--- src/rtl/mips_pkg.sv ---
// rtl/mips_pkg.sv - shared MIPS opcodes, fetch state encoding and FIFO entry type
package mips_pkg;

  localparam logic [5:0] OP_LW    = 6'b100011;
  localparam logic [5:0] OP_SW    = 6'b101011;
  localparam logic [5:0] OP_RTYPE = 6'b000000;
  localparam logic [5:0] OP_BEQ   = 6'b000100;

  localparam logic [31:0] NOP = 32'h0000_0000;

  typedef enum logic [1:0] {
    S_IDLE  = 2'd0,
    S_FETCH = 2'd1,
    S_FLUSH = 2'd2
  } fetch_state_t;

  typedef struct packed {
    logic [31:0] instr;
    logic [31:0] pc;
  } fifo_entry_t;

endpackage

--- src/rtl/instr_rom.sv ---
// rtl/instr_rom.sv - instruction memory: one synchronous read port, one word write port
module instr_rom #(
  parameter int WORDS = 64,
  parameter int AW    = $clog2(WORDS)
) (
  input  logic          clk,
  input  logic          re,
  input  logic [AW-1:0] raddr,
  output logic [31:0]   rdata,
  input  logic          we,
  input  logic [AW-1:0] waddr,
  input  logic [31:0]   wdata
);

  logic [31:0] mem [WORDS];

  // Both updates are non-blocking, so a same-cycle write to the read address returns the old word.
  always_ff @(posedge clk) begin
    if (we) mem[waddr] <= wdata;
    if (re) rdata <= mem[raddr];
  end

endmodule

--- src/rtl/instruction_fetch_unit.sv ---
// rtl/instruction_fetch_unit.sv - sequential fetch into a 2-entry output FIFO
// Branch redirect/flush is enabled by defining IFU_BRANCH_REDIRECT_EN.
module instruction_fetch_unit
  import mips_pkg::*;
#(
  parameter int          IMEM_WORDS = 64,
  parameter logic [31:0] RESET_PC   = 32'h0000_0000
) (
  input  logic                          clk,
  input  logic                          rst_n,
  input  logic                          fetch_en,
  input  logic                          imem_we,
  input  logic [$clog2(IMEM_WORDS)-1:0] imem_waddr,
  input  logic [31:0]                   imem_wdata,
  output logic [31:0]                   instr_out,
  output logic [31:0]                   pc_out,
  output logic                          instr_valid,
  input  logic                          instr_ready,
  input  logic                          redirect_valid,
  input  logic [31:0]                   redirect_pc
);

  localparam int AW = $clog2(IMEM_WORDS);

  fetch_state_t state;
  logic [31:0]  pc;
  logic [31:0]  inflight_pc;
  logic         inflight;
  logic [1:0]   count;
  logic         rd_ptr;
  logic         wr_ptr;
  fifo_entry_t  fifo_q [2];
  fifo_entry_t  head;
  logic [31:0]  rom_rdata;

  logic         redir;
  logic [31:0]  redir_pc;
  logic         pop;
  logic         push;
  logic         issue;
  logic [1:0]   occupancy;

`ifdef IFU_BRANCH_REDIRECT_EN
  logic unused_redirect;
  assign redir           = redirect_valid;
  assign redir_pc        = {redirect_pc[31:2], 2'b00};
  assign unused_redirect = ^redirect_pc[1:0];
`else
  logic unused_redirect;
  assign redir           = 1'b0;
  assign redir_pc        = RESET_PC;
  assign unused_redirect = ^{redirect_valid, redirect_pc};
`endif

  assign head        = fifo_q[rd_ptr];
  assign instr_valid = (count != 2'd0);
  assign instr_out   = instr_valid ? head.instr : NOP;
  assign pc_out      = instr_valid ? head.pc : 32'h0000_0000;

  assign pop  = instr_valid && instr_ready;
  assign push = inflight && !redir;

  // Space check counts the outstanding read and credits a same-cycle pop.
  assign occupancy = count + {1'b0, inflight} - {1'b0, pop};
  assign issue     = fetch_en && !redir && (occupancy <= 2'd1);

  instr_rom #(
    .WORDS (IMEM_WORDS),
    .AW    (AW)
  ) u_rom (
    .clk   (clk),
    .re    (issue),
    .raddr (pc[AW+1:2]),
    .rdata (rom_rdata),
    .we    (imem_we),
    .waddr (imem_waddr),
    .wdata (imem_wdata)
  );

  always_ff @(posedge clk or negedge rst_n) begin
    if (!rst_n) begin
      state       <= S_IDLE;
      pc          <= RESET_PC;
      inflight_pc <= 32'h0000_0000;
      inflight    <= 1'b0;
      count       <= 2'd0;
      rd_ptr      <= 1'b0;
      wr_ptr      <= 1'b0;
      fifo_q[0]   <= '0;
      fifo_q[1]   <= '0;
    end else if (redir) begin
      // Redirect wins over any push/pop this cycle; the pending read result is discarded.
      state    <= S_FLUSH;
      pc       <= redir_pc;
      inflight <= 1'b0;
      count    <= 2'd0;
      rd_ptr   <= 1'b0;
      wr_ptr   <= 1'b0;
    end else begin
      inflight <= issue;
      if (issue) begin
        pc          <= pc + 32'd4;
        inflight_pc <= pc;
      end
      if (push) begin
        fifo_q[wr_ptr] <= '{instr: rom_rdata, pc: inflight_pc};
        wr_ptr         <= ~wr_ptr;
      end
      if (pop) rd_ptr <= ~rd_ptr;
      count <= count + {1'b0, push} - {1'b0, pop};

      case (state)
        S_IDLE:  if (fetch_en) state <= S_FETCH;
        S_FETCH: if (!fetch_en) state <= S_IDLE;
        S_FLUSH: state <= fetch_en ? S_FETCH : S_IDLE;
        default: state <= S_IDLE;
      endcase
    end
  end

endmodule

--- config.mk ---
export PLATFORM = sky130hd
export DESIGN_NAME = instruction_fetch_unit
export DESIGN_NICKNAME = d
export VERILOG_FILES = /design/src/rtl/mips_pkg.sv /design/src/rtl/instr_rom.sv /design/src/rtl/instruction_fetch_unit.sv
export SDC_FILE = /design/constraint.sdc
export NUM_CORES = 2
export LEC_CHECK = 0
export BUFFER_PORTS_ARGS = -buffer_cell sky130_fd_sc_hd__clkbuf_2
export CAP_MARGIN = 10
export CORE_MARGIN = 2
export CORE_UTILIZATION = 30
export CTS_CLUSTER_SIZE = 40
export DETAILED_ROUTE_END_ITERATION = 7
export GPL_TIMING_DRIVEN = 0
export SLEW_MARGIN = 20
export SYNTH_ARGS = -nofsm -noshare
export SYNTH_HDL_FRONTEND = slang
export SYNTH_SLANG_ARGS = --single-unit
--- constraint.sdc ---
create_clock -name clk -period 8.1 [get_ports clk]
set_clock_uncertainty 0.05 [all_clocks]
set_input_delay 0 -clock clk [delete_from_list [all_inputs] [get_ports clk]]
set_output_delay 0 -clock clk [all_outputs]
set_load 0.02 [all_outputs]
Word level (Yosys, flattened, before mapping) --
Memory sizes are Yosys's and may differ from the RTL's. A register that Yosys moved wholly into a read port is not among the register bits. Index checks and enable logic that the tools add are counted.
Word-level totals: bits in writable memories 2048, output and inout bits 65, word-level logic and storage cells 36, input bits 76, memories 1, register bits 197
Cells by class: bitwise operators 4, muxes and demuxes 10, reductions and logical operators 4, order comparisons 4, $add $sub $neg 3
Memories:
- u_rom.mem | depth 64, bits a word 32, rd ports 1, clocked after Yosys merged registers in 1, write ports 1, RTL line instr_rom.sv:15 | logic [31:0] mem [WORDS];
Operators with widths (count):
- two-way mux 64 bit | 4
- bitwise mux 128 bit | 1
- demux 64 bit (select 1 bit) | 1
- two-way mux 32 bit | 2
- adder 32 x 3 -> 32 bit (second input constant) | 1
- greater-or-equal comparator 2 bit (second input constant) | 2
- inverter 1 -> 2 bit | 2
- logical AND 1 bit | 3
- adder 2 x 1 -> 2 bit | 1
- less-or-equal comparator 2 x 1 -> 1 bit (second input constant) | 1
- less-than comparator 2 x 1 -> 1 bit (second input constant) | 1
- two-way mux 1 bit | 2
- inverter 1 bit | 2
- nonzero test 2 bit | 1
- subtractor 2 x 1 -> 2 bit | 1

Logic depth before layout (Yosys ltp) --
depth after elaboration 6, gate-level depth with buffers 12, mapped depth without buffers 11

By module --
Synthesis repeated with hierarchy kept, for this count alone.
Unflattened totals: cells, all modules 3986, area total of the unflattened synthesis 87041.0 µm²
Modules (own cells, without submodules):
- instr_rom | instances 1, cells each 3324, area an instance 78835.6 µm², seq. area each 62459.9 µm²
- instruction_fetch_unit | instances 1, cells each 662, area an instance 8205.4 µm², seq. area each 4729.5 µm²

Least setup slack after synthesis --
OpenSTA, ideal clock, no wires.
path type register -> register, from reg count[1], to reg pc[5], slack 4855 ps, required time 7971 ps, setup time 79 ps, path buffers 0, stages on the path, launching flop included 12, data arrival time 3115 ps, period minus slack after synthesis 3245 ps, cell sequence dfrtp_1 nor2_1 inv_1 and2_1 ha_1 inv_1 ha_1 xnor3_1 nand2_1 inv_1 and3_1 xor2_1
On the way: cells in the longest elaborated chain, start to end 5
Ends and longest elaborated chain:
- from (decl) | RTL line instruction_fetch_unit.sv:29 | logic [1:0] count;
- from (signal assigned) | RTL line instruction_fetch_unit.sv:110 | count <= count + {1'b0, push} - {1'b0, pop};
- nonzero test 2 bit | RTL line instruction_fetch_unit.sv:56 | assign instr_valid = (count != 2'd0);
- net instr_valid | RTL line instruction_fetch_unit.sv:17 | output logic instr_valid,
- logical AND 1 bit | RTL line instruction_fetch_unit.sv:60 | assign pop = instr_valid && instr_ready;
- net pop | RTL line instruction_fetch_unit.sv:38 | logic pop;
- subtractor 2 x 1 -> 2 bit | RTL line instruction_fetch_unit.sv:64 | assign occupancy = count + {1'b0, inflight} - {1'b0, pop};
- less-or-equal comparator 2 x 1 -> 1 bit | RTL line instruction_fetch_unit.sv:65 | assign issue = fetch_en && !redir && (occupancy <= 2'd1);
- logical AND 1 bit | RTL line instruction_fetch_unit.sv:65
- net issue | RTL line instruction_fetch_unit.sv:40 | logic issue;
- to (signal assigned) | RTL line instruction_fetch_unit.sv:94 | pc <= redir_pc;
- to (signal assigned) | RTL line instruction_fetch_unit.sv:102 | pc <= pc + 32'd4;
- to (decl) | RTL line instruction_fetch_unit.sv:26 | logic [31:0] pc;
The timed path passes the listed nets, and every way through them passes these cells. A chain may end at the register's enable or synchronous reset.

==> run summary <==
Routed WL - 246000 um
Crit path top cell by count - buf_2
Final ANT Viol Nets - 0
share of the synthesized area in the top cell type - 71.2%
RSZ-0062 raised after global routing - no
Synth Flop Type - edfxtp_1
Setup WS post-layout - 3.35 ns
Die Ht - 545 um
RePlAce Congestion - 0.835
core area - 291000 um^2
die area - 297000 um^2
CP top delay family - buffers and inverters
initial core utilization - 30.1%
total number of vias - 44500
worst hold slack - 0.122 ns
final worst path period share - 58.6%
Synth cell types - 51
most common library cells after synthesis - 2080 x edfxtp_1, 489 x mux4_2, 262 x mux2i_1
CTS hold repair buffers - 33
Max Fclk - 211 MHz
endpoints failing hold - 0
share of cells above drive strength 1 - 29.2%
Slew HR - 16.0%
htree depth - 4
Clock Sinks - 2269
GRT overflow - 0
Synth area leader - edfxtp_1
outcome - complete, no violations
total CTS buffers - 225
Skew-Pair Late Insertion Delay - 0.87 ns
Setup WS pre-CTS - 3.53 ns
Setup crit end kind - register
Post-Route Utilization - 35.9%
vias in the first global route - 44300
WS Path Type - reg -> reg
row count - 198
HP Class - in -> reg
slew at the pin closest to its max-slew limit - 1.26 ns
CP max stage delay - 0.87 ns
VDD IR-drop max - 0.218 mV
Mapped Cells - 4052
setup repair bufs after CTS - 0
DP Wirelength - 165000 um
DRC - 0
Die W - 545 um
# setup viols final - 0
FF+latch count, synth - 2269
Synth async-reset ratio - 8.33%
initial DRC count - 5493
syn_area_per_cell - 21.6 um^2
CTS resizes - 0
Worst Path Arrival - 5.32 ns
P_leak - 34.1 nW
buffers and inverters on the worst path - 4
clock buffer depth - 3
leading post-synthesis cells by cell area - edfxtp_1 71%, mux4_2 13%, dfrtp_1 5.4%
WP data required - 8.67 ns
First-pass DRT Iterations - 6
CTS root buf - clkbuf_16
Area Overhead vs Synth - 19.0%
synthesized area - 87700 um^2
PortBufs - 101
CTS tree - done
drt wl/cell - 28.3 um
Cells after DPL - 8184
largest net degree at the start of global routing - 82
Pwr Density - 327 nW/um^2
Clock transition at path regs - 0.06 ns
final net count - 4635
Final min period - 4.75 ns
Via-to-Cell Ratio - 5.14
Final Instance Count excl. Fillers - 8666
nature of the critical path startpoint - register
sequential fraction of the synthesis area - 76.6%
initial antenna violation count - 41
Total GRT Usage - 16.3%
crit-path max FO - 10
worst path cell trace - buf_2 > buf_2 > buf_2 > buf_1 > mux4_2 > mux2i_1 > mux2i_1 > o21ai_0 > nor2_1
top-count cell post-synth - edfxtp_1
Yosys Warn Count - 0
max_cap viols - 0
max-slew violations - 0
IO Count - 141
slowest cell on the critical path - buf_1
Sum Neg Setup Slack - 0 ns
Post-synth EDFFs - 2080
first-pass GRT wire length - 341000 um
==> cells by family after synthesis <==
group / count (synthesis) / synth area share [%]
xor+xnor: 32 / 0.335
compound gates: 283 / 2.23
simple gates: 320 / 1.65
fa+ha+maj: 3 / 0.0428
mux: 904 / 17.5
flops: 2269 / 76.6
buf+inv: 240 / 1.61
other cells: 1 / 0.00428
==> metal layers <==
layer	part of all wire [%]	GRT usage, %
met3	8.8	3.18
met5	0.055	0
met2	48	26.4
met4	3.2	5.24
met1	40	22.1
==> layout make-up <==
type | instances | area [um^2]
Buffer | 223 | 1350
Clock inverter | 131 | 1160
Sequential cell | 2269 | 67200
Timing Repair Buffer | 276 | 3960
Clock buffer | 296 | 6110
Inverter | 17 | 63.8
Antenna cell | 10 | 25.0
Multi-Input combinational cell | 1544 | 19600
Tap cell | 3900 | 4880
Fill cell | 26600 | 187000
==> layout by cell type (no fill, tap or decap), types with 33 or more instances in the layout <==
| cell | count |
|---|---|
| buf_4 | 50 |
| clkbuf_16 | 230 |
| nor2_4 | 62 |
| buf_2 | 48 |
| dfrtp_1 | 189 |
| o21ai_0 | 43 |
| mux2_2 | 153 |
| dlygate4sd3_1 | 44 |
| buf_12 | 64 |
| buf_16 | 59 |
| nand3_1 | 44 |
| clkinv_2 | 51 |
| clkbuf_1 | 137 |
| a22oi_1 | 51 |
| nor2_1 | 87 |
| nand2_1 | 54 |
| mux2i_1 | 262 |
| a21oi_1 | 46 |
| edfxtp_1 | 2080 |
| mux4_2 | 489 |
| a221oi_1 | 33 |
| clkinv_1 | 59 |
| clkbuf_2 | 74 |
==> sequential cells by signal, indices dropped and copies added, names as in the netlist <==
signal,count
count,2
fifo_q,124
inflight,1
inflight_pc,30
pc,30
rd_ptr,1
u_rom.mem,2048
u_rom.rdata,32
wr_ptr,1
==> worst min-delay path, delay by kind of cell <==
family | cells | cell delay, ns
and+or+nand+nor | 2 | 0.70
buffers and inverters | 1 | 0.15
==> power breakdown <==
part           total, mW  switching (mW)  internal [mW]
clock               10.3            4.48           5.80
combinational       10.4            6.27           4.10
sequential          13.5           0.198           13.3
total               34.1            10.9           23.2
==> through the flow <==
stage,total power [mW],area (um^2)
2_1_floorplan,20.1,87700
3_3_place_gp,23.9,93100
3_5_place_dp,24.1,96500
4_1_cts,34.3,104000
5_1_grt,35.2,104000
6_report,34.1,104000
==> path summary, 6_finish.rpt <==
kind	startpoint	to	slack (ns)	depth (start not counted)
worst max register to register	pc[3]$_DFFE_PN0P_	u_rom.rdata[19]$_DFFE_PP_	3.35	9
worst max-delay path	pc[3]$_DFFE_PN0P_	u_rom.rdata[19]$_DFFE_PP_	3.35	9
worst min register to register	pc[31]$_DFFE_PN0P_	pc[31]$_DFFE_PN0P_	0.43	1
worst min-delay path	imem_waddr[3]	u_rom.mem[15][1]$_DFFE_PP_	0.12	3
max in group asynchronous	rst_n	fifo_q[124]$_DFFE_PN0P_	7.12	5
min in group asynchronous	rst_n	inflight_pc[29]$_DFFE_PN0P_	0.18	4
Power figures use the tool's default switching activity.
